`config.mk`:
```
export PLATFORM = sky130hd
export DESIGN_NAME = pixel_stream_framer
export DESIGN_NICKNAME = d
export VERILOG_FILES = /design/src/rtl/img_pkg.sv /design/src/rtl/sync_fifo_fwft.sv /design/src/rtl/pixel_stream_framer.sv
export SDC_FILE = /design/constraint.sdc
export NUM_CORES = 1
export LEC_CHECK = 0
export ABC_AREA = 1
export CAP_MARGIN = 25
export CORE_MARGIN = 5
export CORE_UTILIZATION = 25
export CTS_BUF_LIST = sky130_fd_sc_hd__clkbuf_16
export CTS_CLUSTER_SIZE = 24
export DETAILED_ROUTE_END_ITERATION = 16
export PLACE_DENSITY = 0.39
export SKIP_LAST_GASP = 1
export SLEW_MARGIN = 20
export SYNTH_ARGS = -nofsm -noshare
export SYNTH_HDL_FRONTEND = slang
export SYNTH_SLANG_ARGS = --single-unit
```
`constraint.sdc`:
```
create_clock -name clk -period 3 [get_ports clk]
set_clock_uncertainty 0.2 [all_clocks]
set_input_delay 0.45 -clock clk [delete_from_list [all_inputs] [get_ports clk]]
set_output_delay 0.45 -clock clk [all_outputs]
set_load 0.02 [all_outputs]
```
`src/rtl/img_pkg.sv`:
```
// Shared image-pipeline definitions: default pixel width, tag bit positions
// and the tagged-pixel layout {sof, eol, eof, pixel}.
package img_pkg;

    localparam int DATA_W_DEFAULT = 8;

    // Tag bit offsets above the pixel field of a tagged entry
    localparam int TAG_EOF = 0;
    localparam int TAG_EOL = 1;
    localparam int TAG_SOF = 2;
    localparam int TAG_W   = 3;

    localparam int TAGGED_W = DATA_W_DEFAULT + TAG_W;

    typedef struct packed {
        logic                      sof;
        logic                      eol;
        logic                      eof;
        logic [DATA_W_DEFAULT-1:0] pixel;
    } tagged_pixel_t;

    // Width of a tagged entry for an arbitrary pixel width
    function automatic int tagged_width(input int data_w);
        return data_w + TAG_W;
    endfunction

endpackage

```
`src/rtl/sync_fifo_fwft.sv`:
```
// Single-clock first-word-fall-through FIFO. Head entry is read
// combinationally; pops on empty and pushes on full (without pop) are ignored.
module sync_fifo_fwft #(
    parameter int WIDTH = 11,
    parameter int DEPTH = 16
) (
    input  logic                     clk,
    input  logic                     rst,
    input  logic                     push,
    input  logic                     pop,
    input  logic [WIDTH-1:0]         wr_data,
    output logic [WIDTH-1:0]         rd_data,
    output logic                     full,
    output logic                     empty,
    output logic [$clog2(DEPTH):0]   level
);

    localparam int AW = $clog2(DEPTH);
    localparam int LW = AW + 1;

    logic [WIDTH-1:0] mem [DEPTH];
    logic [AW-1:0]    wr_ptr;
    logic [AW-1:0]    rd_ptr;
    logic [LW-1:0]    count;
    logic             do_push;
    logic             do_pop;

    // Qualify requests against occupancy; a full FIFO accepts a push only alongside a pop
    always_comb begin
        empty   = (count == LW'(0));
        full    = (count == LW'(DEPTH));
        do_pop  = pop && !empty;
        do_push = push && (!full || do_pop);
    end

    assign rd_data = mem[rd_ptr];
    assign level   = count;

    // Storage array write; contents need no reset since count gates visibility
    always_ff @(posedge clk) begin
        if (do_push) begin
            mem[wr_ptr] <= wr_data;
        end
    end

    // Pointer and occupancy bookkeeping; pointers wrap naturally at DEPTH
    always_ff @(posedge clk or posedge rst) begin
        if (rst) begin
            wr_ptr <= AW'(0);
            rd_ptr <= AW'(0);
            count  <= LW'(0);
        end else begin
            if (do_push) begin
                wr_ptr <= wr_ptr + AW'(1);
            end
            if (do_pop) begin
                rd_ptr <= rd_ptr + AW'(1);
            end
            if (do_push && !do_pop) begin
                count <= count + LW'(1);
            end else if (do_pop && !do_push) begin
                count <= count - LW'(1);
            end else begin
                count <= count;
            end
        end
    end

endmodule

```
`src/rtl/pixel_stream_framer.sv`:
```
// Tags an unthrottled pixel stream with frame position, buffers it in a FWFT
// FIFO for a valid/ready sink, and reports drops and completed frames.
module pixel_stream_framer
    import img_pkg::*;
#(
    parameter int IMG_W      = 256,
    parameter int IMG_H      = 256,
    parameter int FIFO_DEPTH = 16,
    parameter int DATA_W     = DATA_W_DEFAULT
) (
    input  logic                          clk,
    input  logic                          rst,
    input  logic [DATA_W-1:0]             pixel_in,
    input  logic                          valid_in,
    output logic [DATA_W-1:0]             m_data,
    output logic                          m_sof,
    output logic                          m_eol,
    output logic                          m_eof,
    output logic                          m_valid,
    input  logic                          m_ready,
    output logic [$clog2(FIFO_DEPTH):0]   fifo_level,
    output logic                          overflow,
    input  logic                          clr_overflow,
    output logic                          frame_done,
    output logic [15:0]                   frame_cnt
);

    localparam int XW = (IMG_W > 1) ? $clog2(IMG_W) : 1;
    localparam int YW = (IMG_H > 1) ? $clog2(IMG_H) : 1;
    localparam int EW = tagged_width(DATA_W);

    logic [XW-1:0] x;
    logic [YW-1:0] y;
    logic          last_x;
    logic          last_y;
    logic          push;
    logic          pop;
    logic          drop;
    logic          full;
    logic          empty;
    logic [EW-1:0] wr_entry;
    logic [EW-1:0] rd_entry;

    // Tag from the pre-increment position and decide push/pop/drop this cycle
    always_comb begin
        wr_entry                   = {EW{1'b0}};
        last_x                     = (x == XW'(IMG_W - 1));
        last_y                     = (y == YW'(IMG_H - 1));
        wr_entry[DATA_W-1:0]       = pixel_in;
        wr_entry[DATA_W + TAG_SOF] = (x == XW'(0)) && (y == YW'(0));
        wr_entry[DATA_W + TAG_EOL] = last_x;
        wr_entry[DATA_W + TAG_EOF] = last_x && last_y;
        pop                        = !empty && m_ready;
        push                       = valid_in && (!full || pop);
        drop                       = valid_in && full && !pop;
    end

    sync_fifo_fwft #(
        .WIDTH (EW),
        .DEPTH (FIFO_DEPTH)
    ) u_fifo (
        .clk     (clk),
        .rst     (rst),
        .push    (push),
        .pop     (pop),
        .wr_data (wr_entry),
        .rd_data (rd_entry),
        .full    (full),
        .empty   (empty),
        .level   (fifo_level)
    );

    assign m_valid = !empty;
    assign m_data  = rd_entry[DATA_W-1:0];
    assign m_sof   = rd_entry[DATA_W + TAG_SOF];
    assign m_eol   = rd_entry[DATA_W + TAG_EOL];
    assign m_eof   = rd_entry[DATA_W + TAG_EOF];

    // Raster position follows every upstream pixel, dropped or not, to stay frame-aligned
    always_ff @(posedge clk or posedge rst) begin
        if (rst) begin
            x <= XW'(0);
            y <= YW'(0);
        end else if (valid_in) begin
            if (last_x) begin
                x <= XW'(0);
                y <= last_y ? YW'(0) : (y + YW'(1));
            end else begin
                x <= x + XW'(1);
            end
        end
    end

    // Sticky drop flag (a new drop beats a clear) and delivered-frame statistics
    always_ff @(posedge clk or posedge rst) begin
        if (rst) begin
            overflow   <= 1'b0;
            frame_done <= 1'b0;
            frame_cnt  <= 16'd0;
        end else begin
            if (drop) begin
                overflow <= 1'b1;
            end else if (clr_overflow) begin
                overflow <= 1'b0;
            end
            frame_done <= pop && m_eof;
            if (pop && m_eof) begin
                frame_cnt <= frame_cnt + 16'd1;
            end
        end
    end

endmodule

```
==> results.py, run 1 <==
metrics = {
    "power": {
        "power_frac_clock_pct": 27.7,
        "swShare_pct": 37.1,
        "switchingPower_mw": 4.21,
        "power.density_mw_per_mm2": 953,
        "pwr-share-comb_pct": 36.7,
        "leakage_nw": 4.57,
        "pwr-share-seq_pct": 35.5,
        "ir_drop_v": 0.000505,
        "p_int_mw": 7.15,
    },
    "routing": {
        "vias": 6565,
        "postRouteAntennaNets": 0,
        "drt-total-wl_um": 26800,
        "wire_per_inst_um": 18.3,
        "avgViaCountPerCell": 4.47,
        "drt_first_pass_iters": 6,
        "drtIter0Drc": 397,
        "drc_errors": 0,
    },
    "logic_synthesis": {
        "synth_area_per_cell_um2": 11.3,
        "yosysWarningCount": 0,
        "synth.distinct_cells": 35,
        "yosys_register_bits": 223,
        "synth_fp_nets": 877,
        "synth.area.top_cells": "edfxtp_1 (55%), dfrtp_1 (12%), nor2_1 (5.0%), nand2_1 (4.6%), o21ai_0 (4.5%)",
        "synth_cells": 849,
        "synth_area_mm2": 0.00962,
        "yosysTopAreaCellShare_pct": 54.9,
        "yosysTopAreaCell": "edfxtp_1",
        "ys_seq_area_share_pct": 67.2,
    },
    "timing": {
        "rsz0062_at_grt": "yes",
        "setup_viol": 0,
        "slew_headroom_pct": 59.2,
        "hold_viol_final": 0,
        "fin_crit_sh_pct": 95.8,
        "fin_ws_ns": 0.127,
        "fmax_mhz": 348,
        "max_slew.worst_pin.slew_ns": 0.611,
        "fin_tns_setup_ns": 0,
        "min_period_ns": 2.87,
        "slew_viol_final": 0,
    },
    "worst_setup_path": {
        "critPathKind": "flip-flop to primary output",
        "r2r-start": "u_fifo.level[0]",
        "worstReg2RegEnd": "u_fifo.level[4]",
        "start_kind": "flip-flop",
        "end_kind": "primary output",
        "required_ns": 2.35,
        "arrival_ns": 2.22,
        "ff2ff_setup_slack_ns": 0.57,
        "critPathMaxFanout": 20,
        "reg2regPathDepth": 15,
    },
    "clock_network": {
        "htreeDepth": 1,
        "clockBufferDepth": 3,
        "cts_buffers": 27,
        "cts_tree": "built",
        "clockRootBuffer": "clkbuf_16",
        "worst_skew_pair.late_latency_ns": 0.54,
        "post_cts_buffers": 0,
        "cts.clk_slew.worst_paths_ns": 0.06,
        "clock-sinks": 223,
        "postCtsHoldBufs": 0,
    },
    "die": {
        "ios": 48,
        "fp.dieH_um": 206,
        "start_util_pct": 25.4,
        "core_area_mm2": 0.0378,
        "rows": 71,
        "die_area_mm2": 0.0425,
        "die_w_um": 206,
    },
    "flow_run": {
        "maxCapViolCount": 0,
    },
    "worst_hold_path": {
        "hp-class": "input port to asynchronous set/reset pin",
    },
    "placed_design": {
        "gp_congestion": 0.707,
        "dpl_worst_slack_ns": 0.254,
        "place_area_mm2": 0.0110,
        "hpwl_um": 16400,
        "portBuffers": 47,
    },
    "layout": {
        "multi_input_area_mm2": 0.00271,
        "post-route-cell-area_mm2": 0.0119,
        "area_delta_synth_final_pct": 24.0,
        "drive_gt1_share_pct": 11.5,
        "n_antenna_cell": 0,
        "fin_util_pct": 31.5,
        "fillers": 3910,
        "register_area_mm2": 0.00646,
        "fin_nets": 967,
    },
    "global_routing": {
        "grt_max_degree": 65,
        "antenna_found_initial": 1,
        "grt_use_total_pct": 12.5,
        "grt_overflow": 0,
        "grt_pass1_vias": 6443,
        "grt_first_pass_wirelength_um": 40600,
    },
    "status": {
        "status": "finished, final reports clean",
    },
}
-- flip-flops by register name, indices dropped and copies added, names as in the netlist --
register / cells
u_fifo.level: 5
frame_cnt: 16
x: 8
y: 8
u_fifo.rd_ptr: 4
u_fifo.mem: 176
u_fifo.wr_ptr: 4
frame_done: 1
overflow: 1
-- stage by stage --
| stage | cells | power, mW | hold slack [ns] |
|---|---|---|---|
| after detailed placement | 1420 | 8.34 | 0.320 |
| after global routing | 1469 | 12.1 | 0.0950 |
| after floorplan | 849 | 6.57 | 0.292 |
| after global placement | 1420 | 8.34 | 0.310 |
| after CTS | 1468 | 11.5 | 0.0787 |
| final | 1469 | 11.4 | 0.0861 |
-- layout by cell type (no fill, tap or decap), drive strengths merged, types with 9 or more instances in the layout --
master         Yosys  routed
nand2            122     122
nand4              9       9
inv               62      70
o21ai             95      95
o211ai            20      20
dlymetal6s2s       0       9
buf               22      52
xor2              17      17
dfrtp             47      47
clkdlybuf4s50      0      36
nor2             131     131
clkbuf            17      29
clkinv             2      11
edfxtp           176     176
o221ai            20      20
o22ai             13      13
ha                14      14
nand3             56      56
-- power groups by stage --
stage                     Clock (mW)  Combinational [mW]  Sequential (mW)
after floorplan                    0                2.50             4.07
after global placement             0                4.26             4.09
after detailed placement           0                4.26             4.09
after CTS                       3.25                4.25             4.03
after global routing            3.38                4.65             4.09
final                           3.15                4.17             4.04
-- logic make-up after synthesis --
kind of cell               synth area share (%)
AOI/OAI and AO/OA                          9.72
adders and majority gates                  2.03
buffers and inverters                      4.75
DFF                                        67.2
xor gates and xnor gates                   1.82
and+or+nand+nor                            14.5
-- cells in the mapped netlist --
cell type,number
nand3_2,3
nor3_1,8
fa_1,1
nand3b_1,1
xnor2_1,3
nor2_2,2
xor2_1,17
nand2_2,4
nor4_1,1
nand2_4,1
edfxtp_1,176
o21ai_1,9
a21o_1,2
buf_4,1
inv_2,2
ha_1,14
a31oi_1,2
inv_4,1
clkinv_1,2
nand3_1,53
buf_2,15
nor3b_1,1
buf_6,6
or2_2,2
dfrtp_1,47
o21ai_0,86
nand2_1,117
o221ai_1,20
a21oi_1,5
o211ai_1,20
inv_1,59
nand4_1,9
o22ai_1,13
clkbuf_1,17
nor2_1,129
-- layout make-up --
cell class	count	area share [%]
Clock buffer	27	5.66
Clock inverter	21	1.51
Inverter	64	2.03
Multi-Input combinational cell	523	22.7
Sequential cell	223	54.2
Tap cell	511	5.36
Timing Repair Buffer	100	8.50
-- how the worst max path moves through the flow --
| stage | start | endpoint |
|---|---|---|
| final | u_fifo.rd_ptr[0] | m_data[4] |
| after global routing | u_fifo.rd_ptr[0] | m_data[4] |
| after CTS | u_fifo.rd_ptr[0] | m_sof |
| after detailed placement | m_ready | u_fifo.level[4] |
| after global placement | m_ready | u_fifo.level[4] |
| after floorplan | u_fifo.level[0] | u_fifo.level[4] |
-- critical path, stage by stage, from the launching register on --
cell	delay, ns
dfrtp_2	0.50
inv_4	0.15
buf_12	0.18
nor2_1	0.05
nor2_1	0.08
o21ai_0	0.08
o211ai_1	0.13
o211ai_1	0.13
nand2_1	0.13
dlymetal6s2s_1	0.24
-- metal layers --
metal	share of wire, %	global-route usage (%)	vias to the layer above
met5	0.048	0	-
met4	2.4	3.30	2
met3	4.5	1.80	50
met2	46	20.0	105
met1	47	17.8	3231
li1	-	-	3177
-- repair_timing --
action / in CTS / in global routing
gates resized for setup: 5 / 12
cloned: 0 / 1
endpoints found under the hold margin: 0 / 0
setup endpoints to repair: 11 / 10
Power figures use the tool's default switching activity.
==> inputs of run 2 (changes only) <==
--- a/config.mk
+++ b/config.mk
@@ -10,7 +10,7 @@
 export CORE_MARGIN = 5
 export CORE_UTILIZATION = 25
 export CTS_BUF_LIST = sky130_fd_sc_hd__clkbuf_16
-export CTS_CLUSTER_SIZE = 24
+export CTS_CLUSTER_SIZE = 12
 export DETAILED_ROUTE_END_ITERATION = 16
 export PLACE_DENSITY = 0.39
 export SKIP_LAST_GASP = 1
==> results of run 2 <==
Final layout, timing and power as in run 1 (identical DEF).
==> inputs of run 3 (changes only) <==
--- a/config.mk
+++ b/config.mk
@@ -8,11 +8,11 @@
 export ABC_AREA = 1
 export CAP_MARGIN = 25
 export CORE_MARGIN = 5
-export CORE_UTILIZATION = 25
+export CORE_UTILIZATION = 30
 export CTS_BUF_LIST = sky130_fd_sc_hd__clkbuf_16
 export CTS_CLUSTER_SIZE = 12
 export DETAILED_ROUTE_END_ITERATION = 16
-export PLACE_DENSITY = 0.39
+export PLACE_DENSITY = 0.45
 export SKIP_LAST_GASP = 1
 export SLEW_MARGIN = 20
 export SYNTH_ARGS = -nofsm -noshare
==> run 3 against run 2 <==
Against the previous run: setup slack worse by 0.025 ns; design area shrank 3.5%; combinational power down 5.3%; sequential power barely moved; clock-buffer cell count down 3; core utilization rose by 4.9 points; die area fell by 16%; non-clock buffer count decreased by 6; via count down 2.6%.
==> results.py, run 3 (synthesized netlist as in run 1, its figures left out) <==
metrics = {
    "power": {
        "power.density_mw_per_mm2": 921,
        "fin_total_pwr_mw": 10.6,
        "power_frac_clock_pct": 24.6,
        "switchingPower_mw": 3.99,
        "pwr-share-comb_pct": 37.3,
        "ir_drop_v": 0.000432,
        "swShare_pct": 37.6,
        "leakage_nw": 4.40,
        "pwr-share-seq_pct": 38.1,
        "p_int_mw": 6.61,
    },
    "timing": {
        "fin_tns_setup_ns": 0,
        "min_period_ns": 2.90,
        "fmax_mhz": 345,
        "fin_crit_sh_pct": 96.6,
        "hold_ws_ns": 0.118,
        "slew_viol_final": 0,
        "hold_viol_final": 0,
        "rsz0062_at_grt": "no",
        "fin_ws_ns": 0.102,
        "slew_headroom_pct": 59.6,
        "setup_viol": 0,
        "max_slew.worst_pin.slew_ns": 0.605,
    },
    "clock_network": {
        "cts_buffers": 24,
        "htreeDepth": 1,
        "clock-sinks": 223,
        "postCtsHoldBufs": 0,
        "clockBufferDepth": 3,
        "cts_tree": "built",
        "cts.clk_slew.worst_paths_ns": 0.06,
        "worst_skew_pair.late_latency_ns": 0.51,
        "clockRootBuffer": "clkbuf_16",
    },
    "layout": {
        "top_register": "u_fifo.mem",
        "fillers": 3078,
        "largest_reg_flops": 176,
        "reg_top3": "u_fifo.mem x176, frame_cnt x16",
        "register_area_mm2": 0.00646,
        "area_delta_synth_final_pct": 19.6,
        "fin_nets": 958,
        "drive_gt1_share_pct": 10.4,
        "post-route-cell-area_mm2": 0.0115,
        "multi_input_area_mm2": 0.00271,
        "mostFrequentLayoutCell": "edfxtp_1",
        "final_cell_mix": "edfxtp_1 (176), nor2_1 (129), nand2_1 (117)",
        "n_antenna_cell": 0,
    },
    "global_routing": {
        "antenna_found_initial": 2,
        "grt_max_degree": 36,
        "grt_first_pass_wirelength_um": 38600,
        "grt_overflow": 0,
        "grt_use_total_pct": 13.9,
        "grt_pass1_vias": 6395,
    },
    "worst_setup_path": {
        "critPathKind": "flip-flop to primary output",
        "arrival_ns": 2.25,
        "slowest_delay_ns": 0.48,
        "end_kind": "primary output",
        "start_kind": "flip-flop",
        "cp_cell_sequence": "bufbuf_16 > o21ai_0 > o22ai_1 > o211ai_1 > nand2_1 > clkdlybuf4s15_1",
        "slowest_stage": "dfrtp_2",
        "critPathMaxFanout": 33,
        "required_ns": 2.35,
    },
    "routing": {
        "drc_errors": 0,
        "top_layer": "met5",
        "postRouteAntennaNets": 0,
        "met2_wirelength_um": 11900,
        "wl_met3_um": 1100,
        "vias": 6397,
        "wl_met1_um": 11600,
        "wire_per_inst_um": 18.5,
        "drt_first_pass_iters": 6,
        "drt-total-wl_um": 25000,
        "drtIter0Drc": 451,
        "avgViaCountPerCell": 4.75,
    },
    "die": {
        "ios": 48,
        "rows": 65,
        "die_w_um": 189,
        "start_util_pct": 30.4,
        "fp.dieH_um": 189,
        "core_area_mm2": 0.0316,
        "die_area_mm2": 0.0357,
    },
    "placed_design": {
        "gp_congestion": 0.758,
        "portBuffers": 47,
        "dpl_worst_slack_ns": 0.251,
        "place_area_mm2": 0.0108,
        "hpwl_um": 15400,
    },
    "worst_hold_path": {
        "hp-class": "input port to asynchronous set/reset pin",
    },
    "status": {
        "status": "finished, final reports clean",
    },
    "flow_run": {
        "maxCapViolCount": 0,
    },
}
run 3: final timing paths:
path                       slack [ns]               end        startpoint  cells after the start
max                              0.10             m_eol  u_fifo.rd_ptr[0]                      6
min                              0.12              x[3]               rst                      2
max reg2reg                      0.58   u_fifo.level[4]   u_fifo.level[0]                     15
min reg2reg                      0.31     frame_cnt[15]     frame_cnt[15]                      2
max in group asynchronous        1.86  u_fifo.rd_ptr[0]               rst                      3
min in group clk                 0.31     frame_cnt[15]     frame_cnt[15]                      2
run 3: layout make-up:
cell class / instances / area share, %
Clock buffer: 24 / 5.22
Clock inverter: 18 / 0.739
Inverter: 64 / 2.11
Multi-Input combinational cell: 523 / 23.6
Sequential cell: 223 / 56.2
Tap cell: 402 / 4.37
Timing Repair Buffer: 94 / 7.82
run 3: repair_timing:
action / in CTS / in global routing
cloned: 1 / 0
pin swaps: 0 / 1
setup endpoints to repair: 11 / 5
gates resized for setup: 11 / 7
setup buffers: 0 / 0
run 3: per-layer routing:
layer | vias up | GRT usage [%]
li1 | 3157 | -
met4 | 4 | 3.28
met5 | - | 0
met2 | 128 | 23.1
met3 | 30 | 1.95
met1 | 3078 | 19.3
run 3: worst max-delay path: cells and delay by family (launching register included):
family / cells / cell delay, ns
compound gates: 3 / 0.50
buf+inv: 2 / 0.64
flops: 1 / 0.48
simple gates: 1 / 0.12
run 3: power groups by stage:
stage                     clock network, mW  logic [mW]  registers (mW)
final                                  2.61        3.95            4.04
after CTS                              2.71        4.04            4.04
after global routing                   2.84        4.38            4.08
after floorplan                           0        2.50            4.07
after global placement                    0        4.07            4.09
after detailed placement                  0        4.07            4.09
run 3: stage by stage:
| step | cells | util (%) |
|---|---|---|
| after floorplan | 849 | - |
| after global placement | 1305 | 34.1 |
| after detailed placement | 1305 | 34.1 |
| after CTS | 1348 | 36.4 |
| after global routing | 1348 | 36.4 |
| final | 1348 | 36.4 |
